**config.mk**
```make
export PLATFORM = sky130hd
export DESIGN_NAME = border_ctrl
export DESIGN_NICKNAME = d
export VERILOG_FILES = /design/src/rtl/border_ctrl.sv
export SDC_FILE = /design/constraint.sdc
export NUM_CORES = 1
export LEC_CHECK = 0
export ABC_CLOCK_PERIOD_IN_PS = 3900
export CELL_PAD_IN_SITES_DETAIL_PLACEMENT = 1
export CELL_PAD_IN_SITES_GLOBAL_PLACEMENT = 2
export CORE_MARGIN = 2
export CORE_UTILIZATION = 33
export CTS_BUF_LIST = sky130_fd_sc_hd__clkbuf_16
export DETAILED_ROUTE_END_ITERATION = 10
export PLACE_DENSITY = 0.93
export SYNTH_ARGS = -nofsm -noshare
export SYNTH_HDL_FRONTEND = slang
export SYNTH_SLANG_ARGS = --single-unit
```
**constraint.sdc**
```tcl
create_clock -name clk -period 3.9 [get_ports clk]
set_input_delay 0.78 -clock clk [delete_from_list [all_inputs] [get_ports clk]]
set_output_delay 0.78 -clock clk [all_outputs]
set_load 0.02 [all_outputs]
```
**src/rtl/border_ctrl.sv**
```systemverilog
// Snake playfield border controller: derives a target wall rectangle from score level and mode,
// then walks the live border toward it one cell per tick without closing a wall onto the head.
module border_ctrl #(
  parameter int unsigned COORD_W     = 4,
  parameter int unsigned SCORE_W     = 8,
  parameter int unsigned X_FULL      = 14,
  parameter int unsigned Y_FULL      = 10,
  parameter int unsigned X_MIN_SPAN  = 8,
  parameter int unsigned Y_MIN_SPAN  = 4,
  parameter int unsigned LEVEL_SCORE = 20,
  parameter int unsigned MAX_LEVEL   = 6,
  parameter int unsigned LVL_W       = 3
) (
  input  logic               clk,
  input  logic               nrst,
  input  logic               enable_in,
  input  logic [1:0]         mode,
  input  logic [SCORE_W-1:0] score,
  input  logic               tick,
  input  logic               restart,
  input  logic [COORD_W-1:0] head_x,
  input  logic [COORD_W-1:0] head_y,
  output logic [COORD_W-1:0] XMAX,
  output logic [COORD_W-1:0] XMIN,
  output logic [COORD_W-1:0] YMAX,
  output logic [COORD_W-1:0] YMIN,
  output logic [LVL_W-1:0]   level,
  output logic               busy,
  output logic               changed
);

  localparam int unsigned CW1 = COORD_W + 1;

  localparam logic [COORD_W:0]   XFullE    = CW1'(X_FULL);
  localparam logic [COORD_W:0]   YFullE    = CW1'(Y_FULL);
  localparam logic [COORD_W:0]   XSpanE    = CW1'(X_MIN_SPAN);
  localparam logic [COORD_W:0]   YSpanE    = CW1'(Y_MIN_SPAN);
  localparam logic [COORD_W:0]   MaxLvlE   = CW1'(MAX_LEVEL);
  localparam logic [COORD_W:0]   XInsetMax = CW1'((X_FULL - X_MIN_SPAN) / 2);
  localparam logic [COORD_W:0]   YInsetMax = CW1'((Y_FULL - Y_MIN_SPAN) / 2);
  localparam logic [COORD_W-1:0] XFullC    = COORD_W'(X_FULL);
  localparam logic [COORD_W-1:0] YFullC    = COORD_W'(Y_FULL);

  logic [SCORE_W-1:0] score_lvl;
  logic [LVL_W-1:0]   level_d, level_q;

  logic [COORD_W:0]   lvl_e, grow_x, grow_y, inset_x, inset_y;
  logic [COORD_W-1:0] tgt_xmin, tgt_xmax, tgt_ymin, tgt_ymax;

  logic [COORD_W-1:0] xmin_d, xmin_q, xmax_d, xmax_q;
  logic [COORD_W-1:0] ymin_d, ymin_q, ymax_d, ymax_q;
  logic               moved_d, moved_q, changed_q;

  always_comb begin
    score_lvl = score / SCORE_W'(LEVEL_SCORE);
    level_d   = (score_lvl > SCORE_W'(MAX_LEVEL)) ? LVL_W'(MAX_LEVEL) : score_lvl[LVL_W-1:0];
  end

  // Target rectangle from the registered level, evaluated one bit wider than a coordinate.
  always_comb begin
    lvl_e   = CW1'(level_q);
    grow_x  = XFullE - (MaxLvlE - lvl_e);
    grow_y  = YFullE - (MaxLvlE - lvl_e);
    inset_x = (lvl_e < XInsetMax) ? lvl_e : XInsetMax;
    inset_y = (lvl_e < YInsetMax) ? lvl_e : YInsetMax;

    tgt_xmin = '0;
    tgt_xmax = XFullC;
    tgt_ymin = '0;
    tgt_ymax = YFullC;
    if (enable_in) begin
      case (mode)
        2'b01: begin
          tgt_xmax = COORD_W'((grow_x < XSpanE) ? XSpanE : grow_x);
          tgt_ymax = COORD_W'((grow_y < YSpanE) ? YSpanE : grow_y);
        end
        2'b10: begin
          tgt_xmin = COORD_W'(inset_x);
          tgt_xmax = COORD_W'(XFullE - inset_x);
          tgt_ymin = COORD_W'(inset_y);
          tgt_ymax = COORD_W'(YFullE - inset_y);
        end
        default: ;
      endcase
    end
  end

  assign busy = (xmin_q != tgt_xmin) || (xmax_q != tgt_xmax) ||
                (ymin_q != tgt_ymin) || (ymax_q != tgt_ymax);

  // Inward steps wait while the head sits on the line that would be removed.
  always_comb begin
    xmin_d = xmin_q;
    xmax_d = xmax_q;
    ymin_d = ymin_q;
    ymax_d = ymax_q;
    if (restart) begin
      xmin_d = tgt_xmin;
      xmax_d = tgt_xmax;
      ymin_d = tgt_ymin;
      ymax_d = tgt_ymax;
    end else if (!enable_in) begin
      xmin_d = '0;
      xmax_d = XFullC;
      ymin_d = '0;
      ymax_d = YFullC;
    end else if (tick && busy) begin
      if (xmin_q < tgt_xmin) begin
        if (head_x != xmin_q) xmin_d = xmin_q + 1'b1;
      end else if (xmin_q > tgt_xmin) begin
        xmin_d = xmin_q - 1'b1;
      end

      if (xmax_q > tgt_xmax) begin
        if (head_x != xmax_q) xmax_d = xmax_q - 1'b1;
      end else if (xmax_q < tgt_xmax) begin
        xmax_d = xmax_q + 1'b1;
      end

      if (ymin_q < tgt_ymin) begin
        if (head_y != ymin_q) ymin_d = ymin_q + 1'b1;
      end else if (ymin_q > tgt_ymin) begin
        ymin_d = ymin_q - 1'b1;
      end

      if (ymax_q > tgt_ymax) begin
        if (head_y != ymax_q) ymax_d = ymax_q - 1'b1;
      end else if (ymax_q < tgt_ymax) begin
        ymax_d = ymax_q + 1'b1;
      end
    end
    moved_d = {xmin_d, xmax_d, ymin_d, ymax_d} != {xmin_q, xmax_q, ymin_q, ymax_q};
  end

  // changed reports, one cycle later, that the bounds took a new value at the previous edge.
  always_ff @(posedge clk or negedge nrst) begin
    if (!nrst) begin
      xmin_q    <= '0;
      xmax_q    <= XFullC;
      ymin_q    <= '0;
      ymax_q    <= YFullC;
      level_q   <= '0;
      moved_q   <= 1'b0;
      changed_q <= 1'b0;
    end else begin
      xmin_q    <= xmin_d;
      xmax_q    <= xmax_d;
      ymin_q    <= ymin_d;
      ymax_q    <= ymax_d;
      level_q   <= level_d;
      moved_q   <= moved_d;
      changed_q <= moved_q;
    end
  end

  assign XMIN    = xmin_q;
  assign XMAX    = xmax_q;
  assign YMIN    = ymin_q;
  assign YMAX    = ymax_q;
  assign level   = level_q;
  assign changed = changed_q;

endmodule

```
==> out/metrics.cfg, run 1 <==
[job]
max_cap_violations=0

[synthesis]
syn_area_per_cell_um2=8.099
synth_edf_count=0
synth_top_area_share_pct=14.08
synth_most_common_cell=o21ai_0
yosys_warnings=0
seq_area_frac_synth_pct=18.71
yosys.area.top_type=dfrtp_1
synth_cells=351
synthArstFlopShare_pct=100.0
ys.flop_type=dfrtp_1
ys_types=72
synthTopCellsByArea=dfrtp_1, ha_1, xnor2_1
synth_commonest_cells=o21ai_0, ha_1, a21oi_1
synth_area_um2=2843
synth-seq-cells=21

[place]
dpl-instance-area_um2=3657
dp_hpwl_um=7818
gp_congestion=0.9394
port_buffers=41

[clock_tree]
cts_tree=yes
clk_pin_slew_ns=0.07
numCtsBuffers=3
cts.sinks=21
cts_root_buf=clkbuf_16
insertion_delay_ns=0.27
cts.htree.levels=1
clk_path_buf_depth=2

[floorplan]
ioPinCount=44
design.core.area_um2=8299
dieArea_um2=9373
die_h_um=96.82
rows=33
initial_core_util_pct=34.25
die-width_um=96.82

[layout]
syn_to_final_growth_pct=39.52
layout-drive-gt1-share_pct=26.30
antennaDiodeCount=0
fin_util_pct=47.79
final_net_count=491
final_area_um2=3966

[critical_path]
cp-start-kind=flop
worstSetupPathType=flop to flop
critical_path_required_ns=4.04
critPathMaxFanout=6
arrival_ns=4.03
cp-end-kind=flop

[hold_path]
hold_path.class=flop to flop

[global_route]
overflow=0
track_usage_pct=21.55
grt_max_degree=22
grt_antenna_before_repair=0
grt_pass1_vias=3288
grt_pass1_wl_um=16620

[pwr]
p_leak_nw=1.650
ir_drop_mv=0.2388
p_per_area_nw_per_um2=333.4

[detailed_routing]
vias=3203
drtIter0Drc=126
drcViolationCount=0
post_drt_wl_per_cell_um=19.63
wl_um=10720
firstDrtPassIters=4
ant_nets=0
avgViaCountPerCell=5.866

[timing]
drv_slew=0
max_slew_margin_pct=33.14
skew_ns=0.005870
fin_crit_sh_pct=99.99
tightest_slew_ns=0.9997
fin_crit_ns=3.900
finalSetupViolCount=0
final_hold_viol_count=0
fmax_ghz=0.2564

[outcome]
status=complete, no violations

[power breakdown]
part	leakage (nW)	total [W]	internal, W	switching, W
logic	1.35	0.000782	0.000383	0.000399
registers	0.255	0.000302	0.000246	0.0000561
clock network	0.0409	0.000238	0.000139	0.0000999
total	1.65	0.00132	0.000768	0.000555
[cells in the final DEF, fill, tap and decap left out, types with 4 or more instances in the layout]
cell / instances
a21oi_1: 25
inv_1: 17
nand2_1: 19
ha_1: 23
xor2_1: 9
clkdlybuf4s50_1: 37
nand3_1: 13
nand2b_1: 5
buf_4: 65
nor2_1: 17
nor3_1: 9
nor4_1: 5
dfrtp_1: 16
nand4_1: 6
a31oi_1: 6
or4_1: 4
dfstp_2: 5
xnor2_1: 20
o21ai_1: 4
o21ai_0: 27
a22oi_1: 6
o31ai_1: 4
[worst paths after layout]
| check | start | endpoint | slack, ns | cells after the start |
|---|---|---|---|---|
| setup reg to reg | level[0] | moved_q | 0.0003 | 15 |
| max in group asynchronous | nrst | level[0] | 2.23 | 1 |
| setup / recovery | level[0] | moved_q | 0.0003 | 15 |
| min in group asynchronous | nrst | YMIN[0] | 1.06 | 1 |
| hold reg to reg | moved_q | changed | 0.40 | 0 |
| hold / removal | moved_q | changed | 0.40 | 0 |
[critical path, stage by stage (launching register included)]
cell	delay, ns
dfrtp_1	0.43
buf_6	0.15
or2_1	0.25
ha_1	0.32
nand2b_4	0.16
nand2_2	0.10
a31oi_2	0.06
ha_1	0.31
nand4_1	0.20
buf_6	0.19
o41ai_4	0.43
buf_4	0.19
nor4_1	0.05
or4b_1	0.50
nor4b_2	0.31
nand4b_1	0.13
[layout make-up]
class / instances / area, um2
fill: 993 / 4333
multi-input combinational: 287 / 2228
timing repair buffer: 109 / 919.6
sequential: 21 / 531.8
tap: 105 / 131.4
clock buffer: 3 / 75.07
inverter: 20 / 75.07
clock inverter: 1 / 5.005
[registers in the layout, summed over array words and instances (netlist names)]
register	flops
XMIN	4
moved_q	1
XMAX	4
changed	1
YMAX	4
level	3
YMIN	4
[metal layers]
layer  track usage, %  up-vias  routed length (um)
met3            3.179       26                 449
met4            8.559        0                 382
met1            27.04     1588                4552
li1                 -     1492                   -
met5                0        -                   0
met2            37.02       97                5334
[per-stage QoR]
step / setup WS (ns) / total power (W) / hold slack (ns) / instances / TNS (ns)
3_3_place_gp: -0.6432 / 0.0009962 / 0.3755 / 529 / -3.224
3_5_place_dp: -0.6579 / 0.001024 / 0.3847 / 529 / -4.015
2_1_floorplan: 0.2107 / 0.0007187 / 0.3312 / 352 / 0
5_1_grt: -0.07276 / 0.001405 / 0.4118 / 546 / -0.07276
4_1_cts: 0.02577 / 0.001277 / 0.4007 / 537 / 0
6_report: 0.0003424 / 0.001322 / 0.4015 / 546 / 0
[what timing repair did]
| action | in CTS | in global routing |
|---|---|---|
| gates resized for setup | 20 | 21 |
| setup endpoints to repair | 5 | 2 |
| hold buffers | 0 | 0 |
| setup buffers | 4 | 9 |
| pin swaps | 10 | 9 |
[cells by family after synthesis]
family / count (synthesis) / share of synthesized area (%)
XOR/XNOR: 29 / 8.935
adder cells (fa/ha/maj): 27 / 11.80
multiplexers: 2 / 0.7043
other: 1 / 0.1319
AND/OR/NAND/NOR: 110 / 22.54
buffers and inverters: 44 / 7.702
AO/OA/AOI/OAI: 117 / 29.49
flip-flops: 21 / 18.71
(Power assumes the default switching activity.)
==> run 2: changes to the inputs <==
Settings changed: CTS_CLUSTER_DIAMETER set to 200.
==> results of run 2 <==
No change in the layout: final DEF, timing and power equal those of run 1.
